<file path="src/rtl/dec_ram_pp.sv">
// dec_ram_pp: two-bank ping-pong buffer for hard-decision words.
// The writer fills one bank and closes the frame with wr_done. The reader drains
// the other bank and hands it back with rd_done. Per-bank full flags keep the two
// sides from touching the same bank.
module dec_ram_pp #(
  parameter int DATA_WIDTH = 1,
  parameter int ADDR_WIDTH = 8,
  parameter int RAM_DEPTH  = 1 << ADDR_WIDTH
) (
  input  logic                  clk,
  input  logic                  rst,
  input  logic                  wr_en,
  input  logic [ADDR_WIDTH-1:0] wr_addr,
  input  logic [DATA_WIDTH-1:0] wr_data,
  input  logic                  wr_done,
  output logic                  wr_ready,
  input  logic                  rd_en,
  input  logic [ADDR_WIDTH-1:0] rd_addr,
  input  logic                  rd_done,
  output logic                  rd_ready,
  output logic [DATA_WIDTH-1:0] rd_data,
  output logic                  rd_valid,
  output logic                  wr_bank,
  output logic                  rd_bank,
  output logic [1:0]            occupancy,
  output logic [1:0]            err
);

  logic [DATA_WIDTH-1:0] mem [0:1][0:RAM_DEPTH-1];

  logic [1:0] full;
  logic [1:0] full_nxt;
  logic       wr_ptr;
  logic       rd_ptr;
  logic       wr_ok;
  logic       wr_close;
  logic       rd_ok;
  logic       rd_release;
  logic       wr_in_range;
  logic       rd_in_range;

  assign wr_ready    = !full[wr_ptr];
  assign rd_ready    = full[rd_ptr];
  assign wr_bank     = wr_ptr;
  assign rd_bank     = rd_ptr;

  assign wr_in_range = (32'(wr_addr) < 32'(RAM_DEPTH));
  assign rd_in_range = (32'(rd_addr) < 32'(RAM_DEPTH));

  assign wr_ok       = wr_en   && wr_ready;
  assign wr_close    = wr_done && wr_ready;
  assign rd_ok       = rd_en   && rd_ready;
  assign rd_release  = rd_done && rd_ready;

  // Next full flags. A close and a release always hit different banks, because the
  // write bank is empty and the read bank is full.
  always_comb begin
    full_nxt = full;
    if (wr_close)   full_nxt[wr_ptr] = 1'b1;
    if (rd_release) full_nxt[rd_ptr] = 1'b0;
  end

  // Bank pointers, full flags, occupancy and the sticky error bits.
  always_ff @(posedge clk) begin
    if (rst) begin
      full      <= 2'b00;
      wr_ptr    <= 1'b0;
      rd_ptr    <= 1'b0;
      occupancy <= 2'd0;
      err       <= 2'b00;
    end else begin
      full      <= full_nxt;
      occupancy <= {1'b0, full_nxt[0]} + {1'b0, full_nxt[1]};
      if (wr_close)   wr_ptr <= ~wr_ptr;
      if (rd_release) rd_ptr <= ~rd_ptr;
      if ((wr_en || wr_done) && !wr_ready) err[0] <= 1'b1;
      if ((rd_en || rd_done) && !rd_ready) err[1] <= 1'b1;
    end
  end

  // Memory write port. Memory is not reset. A write that arrives in a reset cycle
  // is discarded.
  always_ff @(posedge clk) begin
    if (!rst && wr_ok && wr_in_range)
      mem[wr_ptr][wr_addr] <= wr_data;
  end

  // Registered read port. Data follows one cycle after an accepted read.
  // Out-of-range reads still complete, but they return zero.
  always_ff @(posedge clk) begin
    if (rst) begin
      rd_valid <= 1'b0;
      rd_data  <= '0;
    end else if (rd_ok) begin
      rd_valid <= 1'b1;
      rd_data  <= rd_in_range ? mem[rd_ptr][rd_addr] : '0;
    end else begin
      rd_valid <= 1'b0;
    end
  end

endmodule
</file>
<file path="config.mk">
export PLATFORM = sky130hd
export DESIGN_NAME = dec_ram_pp
export DESIGN_NICKNAME = d
export VERILOG_FILES = /design/src/rtl/dec_ram_pp.sv
export SDC_FILE = /design/constraint.sdc
export NUM_CORES = 1
export LEC_CHECK = 0
export BUFFER_PORTS_ARGS = -buffer_cell sky130_fd_sc_hd__buf_2
export CORE_MARGIN = 10
export CORE_UTILIZATION = 45
export CTS_CLUSTER_SIZE = 16
export DETAILED_ROUTE_END_ITERATION = 12
export PLACE_DENSITY = 0.71
export SETUP_SLACK_MARGIN = 0.05
export SYNTH_ARGS = -nofsm -noshare
export SYNTH_HDL_FRONTEND = slang
export SYNTH_SLANG_ARGS = --single-unit
</file>
<file path="constraint.sdc">
create_clock -name clk -period 2.65 [get_ports clk]
set_clock_uncertainty 0.1 [all_clocks]
set_input_delay 0.265 -clock clk [delete_from_list [all_inputs] [get_ports clk]]
set_output_delay 0.265 -clock clk [all_outputs]
set_load 0.01 [all_outputs]
</file>
== Word-level counts from Yosys, hierarchy flattened ==
Memories as Yosys holds them, arrays and structs flattened. A register that Yosys moved wholly into a read port is not among the register bits.
Index checks and enable logic that the tools add are counted.
Word-level totals
  register bits: 10
  bits in writable memories: 512
  input port bits: 23
  output and inout port bits: 10
  memories kept: 1
Cells by class
  add/sub/neg operators: 1
  magnitude comparators: 7
  mux-type cells: 20
  bitwise operators: 7
  reduce and logical (&&, ||, !) cells: 15
Memory list
  mem: words 2, width 256, rd ports 1, clocked after memory_dff 1, wr ports 1, RTL line 29  | logic [DATA_WIDTH-1:0] mem [0:1][0:RAM_DEPTH-1];
Operators with widths (number)
  $mux 256: 1
  $ge 9x9->1 const B: 2
  $not 8->9: 2
  $mux 1: 13
  $logic_and 1x1->1: 10
  $lt 9x1->1 const B: 1
  $bmux 1 s8: 1
  $demux 1 s8: 1
  $lt 1x2->1 const B: 2
  $mux 2: 2
  $logic_not 1->1: 3
  $add 1x1->2: 1
  $and 2x2->2: 1
  $demux 1 s1: 2
  $ge 1x1->1 const B: 2
  $logic_or 1x1->1: 2
  $not 1->1: 2
  $not 2->2: 1
  $or 2x2->2: 1

== Logic depth before layout (Yosys ltp) ==
  depth after elaboration: 9
  mapped depth: 12

== Worst setup path before layout ==
No wires, ideal clock.
  kind: register to register
  start: reg wr_ptr, in the netlist wr_bank
  end: mem mem[0][115] (netlist name), enable pin
  data arrival time: 2116 ps
  required time: 2249 ps
  setup slack: 133 ps
  cell stages (with the launch flop): 8
  path buffers: 2
  clock period less this slack: 2517 ps
  cell sequence: dfxtp_1 -> clkbuf_1 -> mux2i_1 -> and3b_1 -> nor3b_1 -> nand3_1 -> clkbuf_1 -> nor2_1
On the way
  word-level cells in the longest chain between the ends: 7
Ends and longest elaborated chain
  start: declaration: RTL line 33  | logic wr_ptr;
  start signal: assignment: RTL line 74  | if (wr_close) wr_ptr <= ~wr_ptr;
  $mux 1 (implied by the code) (2 in series): RTL line 42  | assign wr_ready = !full[wr_ptr];
  $logic_not 1->1: RTL line 42
  net wr_ready: RTL line 16  | output logic wr_ready,
  $logic_and 1x1->1: RTL line 50  | assign wr_ok = wr_en && wr_ready;
  $logic_and 1x1->1: RTL line 84  | if (!rst && wr_ok && wr_in_range)
  $mux 1: RTL line 84
  $mux 256 (implied by the code): RTL line 85  | mem[wr_ptr][wr_addr] <= wr_data;
  end: declaration: RTL line 29
The timed path passes the listed nets, and every way through them passes these cells. The select of a mux whose other input is x is not followed.

==> results.cfg <==
[setup_path]
critPathTopFamily = multiplexers
start_kind = register
cp_common_cell = mux4_2
worst-path-buf-inv = 1
cp.arrival_ns = 3.00
required_ns = 3.04
path_class = reg2reg
cpPeakStageDelay_ns = 0.51
critical-path-slowest-cell = mux4_2
reg2reg_slack_ns = 0.03
path_cells = buf_8 > mux4_2 > mux4_2 > nand2_2 > o31ai_4 > a2111oi_4 > or4_1 > nand3_1
crit_fanout = 6
worstSetupEndpointType = register

[global_route]
use_met3 = 0.0383
grt_max_degree = 131
track_usage = 0.191
grt_busiest_layer = met2
grt_pass1_wl_um = 87000
grt.overflow.total = 0
antenna_found_initial = 1
grt_pass1_vias = 14286
grt_use_met2 = 0.320
grtUsageMet1 = 0.242

[timing]
fin_crit_sh = 0.987
finalWorstSetupSlack_ns = 0.0337
drv_slew = 0
hold_violations = 0
slew_headroom = 0.561
hold-worst-slack_ns = 0.0767
finalSetupViolations = 0
tightestPinTransition_ns = 0.656
max_freq_ghz = 0.382
rsz0062_at_grt = true
min_period_ns = 2.62

[yosys]
synth.largest_area_cell = edfxtp_1
synth_edf_count = 512
ys_seq_area_frac = 0.682
synthesis.nets = 1631
ys_top_cells_by_count = 540 x nor2_1, 512 x edfxtp_1, 96 x clkbuf_1
ys_ff_latch = 523
synth_area_per_cell_sq_um = 14.2
synthArstFlopShare = 0
synth_top_area_share = 0.673
syn_area_sq_mm = 0.0229
synth_most_common_cell = nor2_1
ys.flop_type = edfxtp_1
yosys_warnings = 0
ys_types = 63
syn_inst = 1607
synthTopCellsByArea = edfxtp_1 67%, mux4_2 9.0%, nor2_1 8.9%

[clocking]
cts.reportedPaths.clkPinSlew_ns = 0.07
cts_inserted_buffers = 51
clockBufferDepth = 3
cts_tree = done
htreeDepth = 2
clkLatencyLatePin_ns = 0.58
clock-sinks = 523
root_buffer = clkbuf_16

[power_and_ir_drop]
finalPower_mw = 17.4
ir_worst_vdd_mv = 0.457
powerDensity_mw_per_mm2 = 658
p_leak_nw = 7.99

[floorplanning]
core_area_sq_mm = 0.0502
start_util = 0.456
chipHeight_um = 245
fp-row-count = 82
pin_count = 33
die_area_sq_mm = 0.0602
die_w_um = 245

[detailed_routing]
drt_wl_total_um = 57700
num_vias = 14350
dr.pass1.iters = 5
initialDrtViolationCount = 1658
drt-vias-per-instance = 5.89
drc = 0
postRouteAntennaNets = 0
wire_per_inst_um = 23.7

[placement]
io_buffer_count = 32
dpl_cell_area_sq_mm = 0.0243
gp_congestion = 0.840
dp_hpwl_um = 33700
place_ws_ns = -0.161

[finish]
nNetsFinal = 1749
design_area_sq_mm = 0.0264
n_fill_cell = 3989
drive_above_1_share = 0.213
area_growth_pct = 15.6
fin_util = 0.527

[hold_path]
hold_class = in2reg

[job]
max_cap_viol_count = 0

[outcome]
status = complete, no violations
-- layout make-up --
type | instances | area [sq um] | area share
flip-flops and latches | 523 | 15600 | 0.590
multi-input cells | 947 | 6630 | 0.251
repair buffers | 198 | 1730 | 0.0654
clock buffers | 69 | 1410 | 0.0532
well taps | 672 | 841 | 0.0318
clock inverters | 23 | 199 | 0.00753
inverters | 4 | 15.0 | 0.000568
diodes | 1 | 2.50 | 0.0000947
-- power breakdown --
group,leakage (nW),internal (mW),switching [mW]
Combinational,2.52,0.526,0.712
Clock,0.784,4.08,2.97
Sequential,4.69,9.09,0.0186
-- metal layers --
metal  share of wire  vias to the layer above  wire, um
met3           0.094                      135      5430
met2            0.50                      745     28700
met4           0.035                        0      2000
met5               0                        -         0
li1                -                     6167         -
met1            0.37                     7303     21600
-- worst reg2reg max path: cells and delay by family, from the launching register on --
family	cells	cell delay [ns]
multiplexers	2	0.98
flip-flops	1	0.48
AND/OR/NAND/NOR	3	0.35
AO/OA/AOI/OAI	2	0.43
buffers and inverters	1	0.18
-- sequential cells by signal, indices dropped and copies added (netlist names), named ones only --
register,cells
mem,512
err,2
full,2
occupancy,2
rd_bank,1
rd_data,1
rd_valid,1
wr_bank,1
-- per-stage QoR --
stage	TNS [ns]	std cells
2_1_floorplan	0	1607
3_3_place_gp	-0.157	2315
3_5_place_dp	-0.161	2315
4_1_cts	0	2425
5_1_grt	-0.0168	2437
6_report	0	2437
-- final timing paths --
| check | from | to | cells after the start |
|---|---|---|---|
| max | register | rd_data$_SDFFE_PP0P_ | 8 |
| min | wr_data | mem[0][212]$_DFFE_PP_ | 1 |
| min reg2reg | full[1]$_SDFF_PP0_ | wr_bank$_SDFFE_PP0N_ | 2 |
| max reg2reg | register | rd_data$_SDFFE_PP0P_ | 8 |
-- cells in the final DEF (no fill, tap or decap), types with 5 or more instances in the layout --
master	count
buf_12	17
o22ai_1	10
buf_2	30
clkbuf_1	14
mux2i_1	66
edfxtp_1	512
nor2_1	539
and2_1	5
dlygate4sd3_1	9
o221ai_1	30
dfxtp_1	10
buf_6	7
buf_4	130
mux4_1	6
a21oi_1	14
a22oi_1	5
nand3_1	5
clkinv_2	6
clkinv_1	16
clkbuf_16	53
mux4_2	94
nor3_1	6
nor2b_1	14
nand2_1	69
-- what timing repair did --
action                     4_1_cts  5_1_grt
gates cloned                     1        0
pin swaps                       11        9
gates resized for setup         36       23
hold buffers                     9        0
setup buffers                   10       11
setup endpoints to repair        1       26
hold endpoints to repair         9        0
-- cells by family after synthesis --
kind of cell / after synthesis / synth area share
compound gates: 106 / 0.0352
fa+ha+maj: 1 / 0.000547
buf+inv: 137 / 0.0345
flops: 523 / 0.682
mux: 171 / 0.131
simple gates: 669 / 0.116
Power figures use the tool's default switching activity.
